`src/rtl/hazard_scoreboard.sv`:
```
// hazard_scoreboard: decode-stage hazard detection for an in-order pipeline.
// An in-order circular table holds the destination registers of long-latency
// operations that have left the memory stage but not yet written back.
// Decode stalls on a source that matches a pending entry. Short-range
// execute/memory hazards are handled by the HAZARD_FORWARDING_EN macro:
//   defined   - forward from execute/memory, and stall only on a load-use
//               match in execute;
//   undefined - no forwarding, and stall on any execute/memory match.
// Handshake: issue_valid/complete_valid are single-cycle strobes with no
// ready return. stall_decode is the only back-pressure. A push into a full
// table without a pop in the same cycle is dropped and sets the sticky
// overflow flag.
module hazard_scoreboard #(
  parameter int DEPTH          = 4,
  parameter int REG_ADDR_WIDTH = 5,
  parameter int COUNTER_WIDTH  = 32
) (
  input  logic                         clk,
  input  logic                         reset,
  input  logic [REG_ADDR_WIDTH-1:0]    rs1_address_decode,
  input  logic [REG_ADDR_WIDTH-1:0]    rs2_address_decode,
  input  logic                         uses_rs1,
  input  logic                         uses_rs2,
  input  logic [REG_ADDR_WIDTH-1:0]    rd_address_execute,
  input  logic [REG_ADDR_WIDTH-1:0]    rd_address_memory,
  input  logic                         load_execute,
  input  logic                         issue_valid,
  input  logic [REG_ADDR_WIDTH-1:0]    issue_rd,
  input  logic                         complete_valid,
  input  logic                         flush,
  output logic                         stall_decode,
  output logic [1:0]                   forward_rs1,
  output logic [1:0]                   forward_rs2,
  output logic [$clog2(DEPTH+1)-1:0]   pending_count,
  output logic                         full,
  output logic                         overflow,
  output logic [COUNTER_WIDTH-1:0]     stall_cycles
);

  localparam int PTR_W = $clog2(DEPTH);
  localparam int CNT_W = $clog2(DEPTH + 1);
  localparam logic [CNT_W-1:0] DEPTH_CNT = CNT_W'(DEPTH);
  localparam logic [PTR_W-1:0] LAST_PTR  = PTR_W'(DEPTH - 1);

  // Table state
  logic [REG_ADDR_WIDTH-1:0] entry_q [DEPTH];
  logic [REG_ADDR_WIDTH-1:0] entry_d [DEPTH];
  logic [DEPTH-1:0]          valid_q, valid_d;
  logic [PTR_W-1:0]          head_q, head_d;
  logic [PTR_W-1:0]          tail_q, tail_d;
  logic [CNT_W-1:0]          count_q, count_d;
  logic                      overflow_q, overflow_d;
  logic [COUNTER_WIDTH-1:0]  stall_cycles_q, stall_cycles_d;

  // Decode-side terms
  logic       rs1_live, rs2_live;
  logic       rs1_pending, rs2_pending;
  logic       rs1_ex_match, rs2_ex_match;
  logic       rs1_mem_match, rs2_mem_match;
  logic       stage_stall;
  logic       full_issue_stall;
  logic [1:0] fwd1_raw, fwd2_raw;

  // Table update terms
  logic push_req, pop_req, push_ok;

  function automatic logic [PTR_W-1:0] ptr_inc(input logic [PTR_W-1:0] p);
    return (p == LAST_PTR) ? '0 : p + PTR_W'(1);
  endfunction

  assign full          = (count_q == DEPTH_CNT);
  assign pending_count = count_q;
  assign overflow      = overflow_q;
  assign stall_cycles  = stall_cycles_q;

  assign rs1_live      = uses_rs1 && (rs1_address_decode != '0);
  assign rs2_live      = uses_rs2 && (rs2_address_decode != '0);
  assign rs1_ex_match  = rs1_live && (rs1_address_decode == rd_address_execute);
  assign rs2_ex_match  = rs2_live && (rs2_address_decode == rd_address_execute);
  assign rs1_mem_match = rs1_live && (rs1_address_decode == rd_address_memory);
  assign rs2_mem_match = rs2_live && (rs2_address_decode == rd_address_memory);

  // Match live sources against every valid entry; an entry retiring this
  // cycle is still valid here, so the dependant waits one more cycle.
  always_comb begin
    rs1_pending = 1'b0;
    rs2_pending = 1'b0;
    for (int i = 0; i < DEPTH; i++) begin
      if (valid_q[i] && (entry_q[i] == rs1_address_decode)) rs1_pending = 1'b1;
      if (valid_q[i] && (entry_q[i] == rs2_address_decode)) rs2_pending = 1'b1;
    end
    rs1_pending = rs1_pending && rs1_live;
    rs2_pending = rs2_pending && rs2_live;
  end

`ifdef HAZARD_FORWARDING_EN
  // Forward from execute (priority) or memory; only load-use must stall.
  always_comb begin
    stage_stall = load_execute && (rs1_ex_match || rs2_ex_match);
    fwd1_raw    = rs1_ex_match ? 2'd1 : (rs1_mem_match ? 2'd2 : 2'd0);
    fwd2_raw    = rs2_ex_match ? 2'd1 : (rs2_mem_match ? 2'd2 : 2'd0);
  end
`else
  logic unused_load_execute;
  assign unused_load_execute = load_execute;

  // No bypass network: any in-flight stage producer stalls decode.
  always_comb begin
    stage_stall = rs1_ex_match || rs1_mem_match || rs2_ex_match || rs2_mem_match;
    fwd1_raw    = 2'd0;
    fwd2_raw    = 2'd0;
  end
`endif

  // Stall and forwarding outputs; forwarding is suppressed while stalled.
  always_comb begin
    full_issue_stall = full && issue_valid && !complete_valid;
    stall_decode     = rs1_pending || rs2_pending || stage_stall || full_issue_stall;
    forward_rs1      = stall_decode ? 2'd0 : fwd1_raw;
    forward_rs2      = stall_decode ? 2'd0 : fwd2_raw;
  end

  // Next-state for the circular table, overflow flag and stall counter.
  always_comb begin
    entry_d        = entry_q;
    valid_d        = valid_q;
    head_d         = head_q;
    tail_d         = tail_q;
    count_d        = count_q;
    overflow_d     = overflow_q;
    stall_cycles_d = stall_cycles_q;

    push_req = issue_valid && (issue_rd != '0);
    pop_req  = complete_valid && (count_q != '0);
    push_ok  = push_req && (!full || pop_req);

    if (flush) begin
      valid_d = '0;
      head_d  = '0;
      tail_d  = '0;
      count_d = '0;
    end else begin
      if (push_req && full && !pop_req) overflow_d = 1'b1;
      // Pop first so that on a full swap (head == tail) the push wins.
      if (pop_req) begin
        valid_d[head_q] = 1'b0;
        head_d          = ptr_inc(head_q);
      end
      if (push_ok) begin
        entry_d[tail_q] = issue_rd;
        valid_d[tail_q] = 1'b1;
        tail_d          = ptr_inc(tail_q);
      end
      case ({push_ok, pop_req})
        2'b10:   count_d = count_q + CNT_W'(1);
        2'b01:   count_d = count_q - CNT_W'(1);
        default: count_d = count_q;
      endcase
    end

    if (stall_decode && (stall_cycles_q != '1)) begin
      stall_cycles_d = stall_cycles_q + COUNTER_WIDTH'(1);
    end
  end

  // State registers, cleared asynchronously by reset.
  always_ff @(posedge clk or posedge reset) begin
    if (reset) begin
      for (int i = 0; i < DEPTH; i++) entry_q[i] <= '0;
      valid_q        <= '0;
      head_q         <= '0;
      tail_q         <= '0;
      count_q        <= '0;
      overflow_q     <= 1'b0;
      stall_cycles_q <= '0;
    end else begin
      for (int i = 0; i < DEPTH; i++) entry_q[i] <= entry_d[i];
      valid_q        <= valid_d;
      head_q         <= head_d;
      tail_q         <= tail_d;
      count_q        <= count_d;
      overflow_q     <= overflow_d;
      stall_cycles_q <= stall_cycles_d;
    end
  end

endmodule
```
`config.mk`:
```
export PLATFORM = sky130hd
export DESIGN_NAME = hazard_scoreboard
export DESIGN_NICKNAME = d
export VERILOG_FILES = /design/src/rtl/hazard_scoreboard.sv
export SDC_FILE = /design/constraint.sdc
export NUM_CORES = 1
export LEC_CHECK = 0
export CORE_MARGIN = 3
export CORE_UTILIZATION = 57
export DETAILED_ROUTE_END_ITERATION = 8
export PLACE_DENSITY = 0.95
export SETUP_SLACK_MARGIN = 0.4
export SLEW_MARGIN = 20
export SYNTH_ARGS = -nofsm -noshare
export SYNTH_HDL_FRONTEND = slang
export SYNTH_SLANG_ARGS = --single-unit
```
`constraint.sdc`:
```
create_clock -name clk -period 5.05 [get_ports clk]
set_clock_uncertainty 0.2 [all_clocks]
set_input_delay 1.01 -clock clk [delete_from_list [all_inputs] [get_ports clk]]
set_output_delay 1.01 -clock clk [all_outputs]
set_load 0.02 [all_outputs]
```
==> results.md <==
* Iter 0 DRT Violations at 130
* Final slew viol count at 0
* Filler Cell Count at 462
* Final worst path period need at about 4.5 ns
* Reg power frac at 0.440
* Layout cell share with drive strength beyond 1 at 0.0837
* Critical-path maximum fanout at 7
* Max stage delay on crit path at 0.59 ns
* Most frequent cells in the layout: 71 x xor2_1, 64 x dfrtp_1, 59 x clkdlybuf4s50_1
* Non-Filler Instances at a little over 500
* TritonCTS clock tree: built
* DR vias at roughly 3000
* Core area at roughly 0.0065 mm^2
* Sequential share of the synthesized area at 0.406
* GPL Wtd Cong at 0.883
* HP Class: reg2reg
* Detail Route Antenna Nets at 0
* I/O Buffers at between 60 and 70
* First-pass GRT wire length at between 10000 and 15000 um
* R2r setup slk at roughly 1.8 ns
* Psw at just under 600 uW
* Status: finished clean
* Arr. time, crit path at around 3.3 ns
* Worst-Margin Slew at between 0.8 and 0.9 ns
* Largest net degree at the start of global routing at between 60 and 70
* Number of detailed-route iterations in the first pass at 4
* Combinational share of power at 0.312
* Final setup viols at 0
* Critical Path Sink Type: output port
* Yosys warnings at 0
* Total clock sinks at between 60 and 70
* FP Rows at 29
* H-tree depth at 3
* Pleak at approximately 0.0022 uW
* Overall Global Routing Usage at 0.247
* Slew margin rel. at 0.415
* Synth async-reset ratio at 1.00
* Worst path required time at 3.84 ns
* Sw frac at 0.342
* Startpoint types: input pin
* Max-Cap Viols at 0
* Gr ovfl total at 0
* Mapped Avg Cell Area at ~10 um^2
* Starting Density at 0.604
* NumNets Final at 481
* Die area at ~0.008 mm^2
* Initial antenna violation count at 0
* Post-DP HPWL at 6440 um
* Hold bufs inserted after CTS at 0
* Peak VDD IR at approximately 0.32 mV
* I/O pin count at 75
* Via/cell ratio at between 5 and 6
* Area growth syn-to-layout at 21.0%
* Part of the cycle the worst path needs at 0.890
* Fmax achieved at approximately 220 MHz
* Cell Chain, Critical Path: dlygate4sd2_1 > xor2_1 > nor4_1 > a32oi_1 > o311ai_1 > o221a_1 > a211oi_4 > inv_2 > clkdlybuf4s50_1
* Seq cells post-synth at 64
* WL/cell at between 15 and 20 um
* Post-Syn Area at roughly 0.0039 mm^2
* Post-synth cell types at 50
* Clock slew at reported path FFs at approximately 0.070 ns
* Clock share of power at 0.248
* Crit path kind: in2out
* Root Buffer Master: clkbuf_8
* RSZ-0062 raised after global routing: false
* Sum of negative setup slack at 0 ns
* Die Y at ~89 um
* CP max stage cell: clkdlybuf4s50_1
* Mapped Cells at around 380
* Final wirelength at 9050 um
* DRC violations left at 0
* Diodes inserted at 0
* Clock latency on the worst-skew pair at between 0.3 and 0.4 ns
* Int Pwr at 1130 uW
* Commonest non-fill, non-tap cell in the layout: xor2_1
* Vias in the first global route at approximately 3200
* Die X at just under 90 um
* Final Hold Vio Count at 0
* Placed insts at about 500
* Main flop type after synthesis: dfrtp_1
* EDFF count, synth at 0
* Total CTS buffers at 9
* Power per Cell Area at 359 mW/mm^2
* CTS Buffer Depth at 2
==> cell families after synthesis <==
kind of cell | Yosys count | synth area share
AOI/OAI and AO/OA | 13 | 0.0257
muxes | 26 | 0.0742
DFF | 64 | 0.406
other | 1 | 0.000950
adders and majority gates | 10 | 0.0336
buffers and inverters | 34 | 0.0507
xor gates and xnor gates | 91 | 0.202
and+or+nand+nor | 140 | 0.207
==> worst max-delay path: cells and delay by family <==
| family | cells | cell delay (ns) |
|---|---|---|
| XOR/XNOR | 1 | 0.13 |
| buffers and inverters | 3 | 1.13 |
| AO/OA/AOI/OAI | 4 | 0.63 |
| AND/OR/NAND/NOR | 1 | 0.38 |
==> power by group through the flow <==
stage                     Combinational (uW)  Sequential [uW]  Clock (uW)
final                                    535              753         425
after global routing                     589              769         462
after CTS                                541              753         432
after detailed placement                 539              760           0
after global placement                   511              750           0
after floorplan                          324              779           0
==> Yosys cell counts (2+ instances only) <==
cell type / instances / area share
a21oi_1: 4 / 0.0051
xnor2_1: 20 / 0.044
xor2_1: 71 / 0.16
mux2i_1: 3 / 0.0076
ha_1: 9 / 0.029
nor4b_2: 3 / 0.011
buf_2: 9 / 0.011
mux2_2: 2 / 0.0057
or2_1: 2 / 0.0032
and4_1: 2 / 0.0044
nand3b_1: 4 / 0.0076
dfrtp_1: 64 / 0.41
nor4_2: 7 / 0.022
nor4_1: 9 / 0.014
nor2_1: 18 / 0.017
nand2_1: 27 / 0.026
buf_4: 10 / 0.019
or4_1: 4 / 0.0076
nand3_1: 17 / 0.022
buf_6: 3 / 0.0086
inv_1: 6 / 0.0057
nand4_1: 5 / 0.0079
clkbuf_1: 4 / 0.0038
and3_1: 9 / 0.014
mux2_1: 20 / 0.057
nor3_1: 21 / 0.027
nor3b_1: 3 / 0.0057
==> sequential cells by signal, summed over array words and instances (netlist names) <==
signal         flops
entry_q           20
head_q             2
overflow           1
pending_count      3
stall_cycles      32
tail_q             2
valid_q            4
==> metrics by stage <==
stage	power [uW]	setup slack, ns	instance area (um^2)	hold WS, ns	util
2_1_floorplan	1100	1.32	3960	0.289	-
3_3_place_gp	1260	0.355	4590	0.252	0.703
3_5_place_dp	1300	0.282	4590	0.260	0.703
4_1_cts	1730	0.400	4770	0.278	0.730
5_1_grt	1820	0.451	4780	0.291	0.731
6_report	1710	0.556	4780	0.278	0.731
==> repair_timing <==
action                                  CTS  global route
gates resized for setup                   7             3
endpoints found under the setup margin    1             1
buffers inserted                          0             0
==> routing by layer <==
layer | wire [um] | share of wire | track usage
met1 | 3920 | 0.43 | 0.307
met2 | 4470 | 0.49 | 0.419
met3 | 512 | 0.057 | 0.0627
met4 | 147 | 0.016 | 0.0853
met5 | 0 | 0 | 0
==> cell type report <==
class                           instances  area, um^2  area share
Clock buffer                           11         141      0.0296
Clock inverter                          4        45.0     0.00943
Inverter                                8        31.3     0.00655
Multi-Input combinational cell        284        2160       0.451
Sequential cell                        64        1600       0.335
Tap cell                               77        96.3      0.0202
Timing Repair Buffer                   71         704       0.147
==> final timing paths <==
check,startpoint,endpoint,cells after the start
setup / recovery,rs2_address_decode[1],stall_decode,9
hold / removal,overflow,overflow,1
setup reg to reg,stall_cycles[0],stall_cycles[1],7
hold reg to reg,overflow,overflow,1
max in group asynchronous,reset,stall_cycles[30],3
min in group asynchronous,reset,stall_cycles[1],3
(Power assumes the default switching activity.)
